===== src/rtl/rv32i_types.sv =====
// Shared RV32I execution types: branch kinds, branch comparison codes and the
// resolved-branch record handed to the CDB/ROB arbiter.
package rv32i_types;

    localparam int unsigned XLEN         = 32;
    localparam int unsigned BR_ROB_IDX_W = 4;

    typedef enum logic [1:0] {
        BK_BR   = 2'b00,
        BK_JAL  = 2'b01,
        BK_JALR = 2'b10
    } br_kind_t;

    typedef enum logic [2:0] {
        F3_BEQ  = 3'b000,
        F3_BNE  = 3'b001,
        F3_BLT  = 3'b100,
        F3_BGE  = 3'b101,
        F3_BLTU = 3'b110,
        F3_BGEU = 3'b111
    } branch_funct3_t;

    typedef struct packed {
        logic [BR_ROB_IDX_W-1:0] rob_idx;
        logic                    taken;
        logic [XLEN-1:0]         next_pc;
        logic [XLEN-1:0]         link;
        logic                    mispredict;
        logic                    misaligned;
    } br_result_t;

endpackage


===== src/rtl/branch_alu.sv =====
// Combinational branch comparator. Encodings outside the six legal branch
// funct3 values resolve to not-taken so nothing undefined leaks downstream.
module branch_alu
    import rv32i_types::*;
(
    input  logic [2:0]  funct3,
    input  logic [31:0] rs1,
    input  logic [31:0] rs2,
    output logic        taken
);

    logic eq;
    logic lt_s;
    logic lt_u;

    always_comb begin
        eq   = (rs1 == rs2);
        lt_s = ($signed(rs1) < $signed(rs2));
        lt_u = (rs1 < rs2);
    end

    always_comb begin
        taken = 1'b0;
        case (branch_funct3_t'(funct3))
            F3_BEQ:  taken = eq;
            F3_BNE:  taken = !eq;
            F3_BLT:  taken = lt_s;
            F3_BGE:  taken = !lt_s;
            F3_BLTU: taken = lt_u;
            F3_BGEU: taken = !lt_u;
            default: taken = 1'b0;
        endcase
    end

endmodule


===== src/rtl/branch_target_gen.sv =====
// Target and link address generation for BR/JAL/JALR. All adds are 32-bit
// modulo; JALR clears bit 0 of the sum as the ISA requires.
module branch_target_gen
    import rv32i_types::*;
(
    input  logic [1:0]  kind,
    input  logic [31:0] pc,
    input  logic [31:0] rs1,
    input  logic [31:0] imm,
    output logic [31:0] target,
    output logic [31:0] link
);

    logic [31:0] pc_rel;
    logic [31:0] reg_rel;

    always_comb begin
        pc_rel  = pc + imm;
        reg_rel = rs1 + imm;
        link    = pc + 32'd4;
        target  = pc_rel;
        case (br_kind_t'(kind))
            BK_JALR: target = reg_rel & ~32'h1;
            default: target = pc_rel;
        endcase
    end

endmodule


===== src/rtl/branch_resolve_unit.sv =====
// Branch execution stage: two-stage valid/ready pipeline that resolves
// BR/JAL/JALR ops, flags mispredicts and counts delivered results.
module branch_resolve_unit
    import rv32i_types::*;
#(
    parameter int unsigned ROB_IDX_W = 4,
    parameter int unsigned CNT_W     = 32
) (
    input  logic                 clk,
    input  logic                 rst,
    input  logic                 flush,
    input  logic                 iss_valid,
    output logic                 iss_ready,
    input  logic [1:0]           iss_kind,
    input  logic [2:0]           iss_funct3,
    input  logic [31:0]          iss_pc,
    input  logic [31:0]          iss_rs1,
    input  logic [31:0]          iss_rs2,
    input  logic [31:0]          iss_imm,
    input  logic                 iss_pred_taken,
    input  logic [31:0]          iss_pred_target,
    input  logic [ROB_IDX_W-1:0] iss_rob_idx,
    output logic                 res_valid,
    input  logic                 res_ready,
    output logic [ROB_IDX_W-1:0] res_rob_idx,
    output logic                 res_taken,
    output logic [31:0]          res_next_pc,
    output logic [31:0]          res_link,
    output logic                 res_mispredict,
    output logic                 res_misaligned,
    output logic [CNT_W-1:0]     cnt_resolved,
    output logic [CNT_W-1:0]     cnt_mispredict
);

    typedef struct packed {
        br_kind_t             kind;
        logic [2:0]           funct3;
        logic [31:0]          pc;
        logic [31:0]          rs1;
        logic [31:0]          rs2;
        logic [31:0]          imm;
        logic                 pred_taken;
        logic [31:0]          pred_target;
        logic [ROB_IDX_W-1:0] rob_idx;
    } s1_op_t;

    logic             s1_valid_q;
    s1_op_t           s1_op_q;
    logic             s2_valid_q;
    br_result_t       s2_res_q;
    logic [CNT_W-1:0] cnt_resolved_q;
    logic [CNT_W-1:0] cnt_mispredict_q;

    logic       s2_free;
    logic       s1_adv;
    logic       iss_fire;
    logic       res_fire;
    logic       cond_taken;
    logic       taken;
    logic [31:0] target;
    logic [31:0] link;
    br_result_t res_d;

    // Ready depends only on pipeline state and res_ready, never on iss_valid.
    always_comb begin
        s2_free   = !s2_valid_q || res_ready;
        s1_adv    = s1_valid_q && s2_free;
        iss_ready = !s1_valid_q || s2_free;
        iss_fire  = iss_valid && iss_ready;
        res_fire  = s2_valid_q && res_ready && !flush;
    end

    branch_alu u_branch_alu (
        .funct3 (s1_op_q.funct3),
        .rs1    (s1_op_q.rs1),
        .rs2    (s1_op_q.rs2),
        .taken  (cond_taken)
    );

    branch_target_gen u_branch_target_gen (
        .kind   (s1_op_q.kind),
        .pc     (s1_op_q.pc),
        .rs1    (s1_op_q.rs1),
        .imm    (s1_op_q.imm),
        .target (target),
        .link   (link)
    );

    always_comb begin
        taken = 1'b0;
        case (s1_op_q.kind)
            BK_BR:           taken = cond_taken;
            BK_JAL, BK_JALR: taken = 1'b1;
            default:         taken = 1'b0;
        endcase

        res_d            = '0;
        // Tag width in the shared record is fixed by the package.
        res_d.rob_idx    = BR_ROB_IDX_W'(s1_op_q.rob_idx);
        res_d.taken      = taken;
        res_d.next_pc    = taken ? target : link;
        res_d.link       = link;
        res_d.mispredict = (taken != s1_op_q.pred_taken) ||
                           (taken && (target != s1_op_q.pred_target));
        res_d.misaligned = taken && target[1];
    end

    always_ff @(posedge clk) begin
        if (rst) begin
            s1_valid_q <= 1'b0;
            s2_valid_q <= 1'b0;
            s1_op_q    <= '0;
            s2_res_q   <= '0;
        end else if (flush) begin
            s1_valid_q <= 1'b0;
            s2_valid_q <= 1'b0;
        end else begin
            if (s2_free) begin
                s2_valid_q <= s1_valid_q;
                if (s1_valid_q) begin
                    s2_res_q <= res_d;
                end
            end
            if (iss_fire) begin
                s1_valid_q          <= 1'b1;
                s1_op_q.kind        <= br_kind_t'(iss_kind);
                s1_op_q.funct3      <= iss_funct3;
                s1_op_q.pc          <= iss_pc;
                s1_op_q.rs1         <= iss_rs1;
                s1_op_q.rs2         <= iss_rs2;
                s1_op_q.imm         <= iss_imm;
                s1_op_q.pred_taken  <= iss_pred_taken;
                s1_op_q.pred_target <= iss_pred_target;
                s1_op_q.rob_idx     <= iss_rob_idx;
            end else if (s1_adv) begin
                s1_valid_q <= 1'b0;
            end
        end
    end

    always_ff @(posedge clk) begin
        if (rst) begin
            cnt_resolved_q   <= '0;
            cnt_mispredict_q <= '0;
        end else if (res_fire) begin
            cnt_resolved_q <= cnt_resolved_q + CNT_W'(1);
            if (s2_res_q.mispredict) begin
                cnt_mispredict_q <= cnt_mispredict_q + CNT_W'(1);
            end
        end
    end

    always_comb begin
        res_valid      = s2_valid_q;
        res_rob_idx    = ROB_IDX_W'(s2_res_q.rob_idx);
        res_taken      = s2_res_q.taken;
        res_next_pc    = s2_res_q.next_pc;
        res_link       = s2_res_q.link;
        res_mispredict = s2_res_q.mispredict;
        res_misaligned = s2_res_q.misaligned;
        cnt_resolved   = cnt_resolved_q;
        cnt_mispredict = cnt_mispredict_q;
    end

endmodule


===== config.mk =====
export PLATFORM = sky130hd
export DESIGN_NAME = branch_resolve_unit
export DESIGN_NICKNAME = d
export VERILOG_FILES = /design/src/rtl/rv32i_types.sv /design/src/rtl/branch_alu.sv /design/src/rtl/branch_target_gen.sv /design/src/rtl/branch_resolve_unit.sv
export SDC_FILE = /design/constraint.sdc
export NUM_CORES = 1
export LEC_CHECK = 0
export ABC_CLOCK_PERIOD_IN_PS = 7750
export CAP_MARGIN = 25
export CORE_MARGIN = 1
export CORE_UTILIZATION = 45
export CTS_BUF_LIST = sky130_fd_sc_hd__clkbuf_8
export DETAILED_ROUTE_END_ITERATION = 8
export HOLD_SLACK_MARGIN = 0.05
export PLACE_DENSITY = 0.78
export SYNTH_ARGS = -nofsm -noshare
export SYNTH_HDL_FRONTEND = slang
export SYNTH_HIERARCHICAL = 1
export SYNTH_SLANG_ARGS = --single-unit

===== constraint.sdc =====
create_clock -name clk -period 7.75 [get_ports clk]
set_clock_uncertainty 0.1 [all_clocks]
set_input_delay 1.55 -clock clk [delete_from_list [all_inputs] [get_ports clk]]
set_output_delay 1.55 -clock clk [all_outputs]
set_load 0.02 [all_outputs]

==> flow_metrics.py <==
metrics = {
    "place": {
        "routabilityCongestion": 0.935,
        "hpwlAfterDp_microns": 38100,
        "dp_cells": 2778,
        "post-place-ws_ns": 3.05,
        "portBuffers": 311,
    },
    "synth": {
        "synth_warnings": 6,
        "syn_inst": 2115,
        "synth-seq-area-share_pct": 37.1,
        "synth_seq_cells": 307,
        "ys.flop_type": "dfxtp_1",
        "avgSynthCellArea_sq_um": 7.82,
        "synth_edf_count": 0,
        "syn_area_sq_mm": 0.0165,
        "synth.net_count": 2390,
        "yosysUniqueCellTypes": 70,
        "synthArstFlopShare_pct": 0,
    },
    "layout": {
        "area_growth_pct": 26.0,
        "n_antenna_cell": 0,
        "final_common_cell": "nand2_1",
        "final_util_pct": 58.0,
        "layout-drive-gt1-share_pct": 4.32,
        "fin_nets": 2647,
        "final_cells": 2869,
        "final_cell_mix": "nand2_1 (492), clkdlybuf4s50_1 (310), dfxtp_1 (307)",
    },
    "setup_path": {
        "regToRegSetupSlack_ns": 3.21,
        "rr_worst_depth": 16,
        "r2r_start": "s1_op_q[37]",
        "arrival_ns": 3.05,
        "critPathKind": "in -> out",
        "cp-start-kind": "input pin",
        "path_max_fanout": 5,
        "crit_path_end_kind": "output port",
        "required_ns": 6.10,
        "rr_endpoint": "res_mispredict",
    },
    "die": {
        "io_pins": 312,
        "start_util_pct": 46.1,
        "core-area_sq_mm": 0.0359,
        "row_count": 69,
        "dieArea_sq_mm": 0.0375,
        "fp.dieH_microns": 194,
        "die_w_microns": 194,
    },
    "timing": {
        "holdWs_ns": 0.349,
        "fin_setup_tns_ns": 0,
        "setup_slack_ns": 3.05,
        "worstMarginPinSlew_ns": 1.02,
        "report.final.setup_viol": 0,
        "fmaxAchievable_mhz": 213,
        "rsz0062_at_grt": "no",
        "finalCritPeriodShare_pct": 60.7,
        "maxSlewViolCount": 0,
        "hold_violations": 0,
        "slew_headroom_pct": 32.1,
        "period_needed_ns": 4.70,
    },
    "global_route": {
        "grt-ovfl-total": 0,
        "antenna_found_initial": 0,
        "grt_max_degree": 171,
        "grt_pass1_wl_microns": 81200,
        "grt.total_usage_pct": 26.8,
        "grt_pass1_vias": 15010,
    },
    "detailed_routing": {
        "postRouteWirelength_microns": 51700,
        "routedWlPerCell_microns": 18.0,
        "postRouteAntennaNets": 0,
        "vias_per_cell": 5.58,
        "vias": 16006,
        "drcViolationCount": 0,
        "drt-pass1-iter-count": 5,
        "drtIter0Drc": 1232,
    },
    "clock_tree": {
        "clock_path_buffers": 3,
        "root_buffer": "clkbuf_8",
        "htreeDepth": 2,
        "cts.sinks": 307,
        "path_clk_slew_ns": 0.06,
        "cts_resized": 0,
        "cts_tree": "built",
        "cts_setup_buffers": 0,
        "cts_made_buffers": 52,
        "clk_latency_ns": 0.62,
        "holdBufCountCts": 0,
    },
    "run_status": {
        "status": "finished clean",
    },
    "pwr": {
        "p_per_area_mw_per_mm2": 174,
        "p_leak_nw": 8.34,
        "ir_drop_mv": 0.131,
    },
    "flow_run": {
        "max-cap-violations": 0,
    },
    "worst_hold_path": {
        "hold_class": "reg -> reg",
        "holdPathStages": 2,
        "min_from": "res_d[70]",
        "min_to": "res_rob_idx[3]",
    },
}
[state kept, by name (all words and copies together) (netlist names), 4 cells and up]
name / cells
s1_op_q: 166
cnt_mispredict: 32
cnt_resolved: 32
res_link: 32
res_next_pc: 32
res_d: 4
res_rob_idx: 4
[per-layer routing]
metal	vias to the layer above	routed length (microns)	track usage [%]
met5	-	0	0
met4	0	1250	8.56
met3	78	3230	3.67
met2	632	23200	42.5
met1	7516	24000	37.4
li1	7780	-	-
[through the flow]
| stage | instance area (sq um) | power, W |
|---|---|---|
| 6_report | 20800 | 0.00362 |
| 5_1_grt | 20800 | 0.00377 |
| 4_1_cts | 20800 | 0.00364 |
| 3_5_place_dp | 19800 | 0.00225 |
| 3_3_place_gp | 19800 | 0.00224 |
| 2_1_floorplan | 16500 | 0.00202 |
[kinds of logic (layout without fill, tap and decap cells)]
group                    Yosys count  count (layout)  synth area share, %
multiplexers                      39              39                 2.37
adder cells (fa/ha/maj)          100             100                 7.65
AND/OR/NAND/NOR                  838             838                 22.3
buffers and inverters            170             463                 4.17
flip-flops                       307             307                 37.1
AO/OA/AOI/OAI                    491             491                 17.4
XOR/XNOR                         170             170                 9.00
[cell type report]
class / instances / area, sq um
fillers: 3233 / 15100
inverters: 53 / 199
flip-flops and latches: 307 / 6150
well taps: 461 / 577
repair buffers: 320 / 3200
multi-input cells: 1638 / 9730
clock buffers: 63 / 867
clock inverters: 27 / 126
[synthesized netlist by cell type, types with 7 or more instances]
cell,instances,area (sq um)
nand2_1,492,1850
dfxtp_1,307,6150
a21oi_1,299,1500
nor2_1,135,507
xor2_1,119,1040
ha_1,98,1230
clkbuf_1,82,308
inv_1,53,199
o21ai_0,52,260
nand3_1,51,255
xnor2_1,51,447
nand4_1,44,275
a21o_1,43,323
mux2i_1,38,380
a211oi_1,37,278
buf_2,27,135
and3_1,18,113
nor3_1,17,85.1
and4_1,16,140
or3_1,15,93.8
and2_1,12,75.1
a31oi_1,7,43.8
nor4_1,7,43.8
[worst max-delay path by stage]
stage | start | endpoint | cells past startpoint | slack [ns]
2_1_floorplan | s1_op_q[133] | res_mispredict | 16 | 3.95
3_3_place_gp | res_ready | iss_ready | 4 | 3.06
3_5_place_dp | res_ready | iss_ready | 4 | 3.05
4_1_cts | res_ready | iss_ready | 4 | 3.05
5_1_grt | s1_op_q[39] | res_mispredict | 15 | 2.94
6_report | res_ready | iss_ready | 4 | 3.05
[report_power, final]
part           switching, W  internal [W]
Combinational      0.000308      0.000236
Sequential        0.0000516       0.00163
Clock              0.000669      0.000732
[critical path, cell delays in order]
cell             delay [ns]
clkdlybuf4s50_1        0.50
and2b_1                0.24
nand2_1                0.12
clkdlybuf4s50_1        0.64
(Power assumes the default switching activity.)
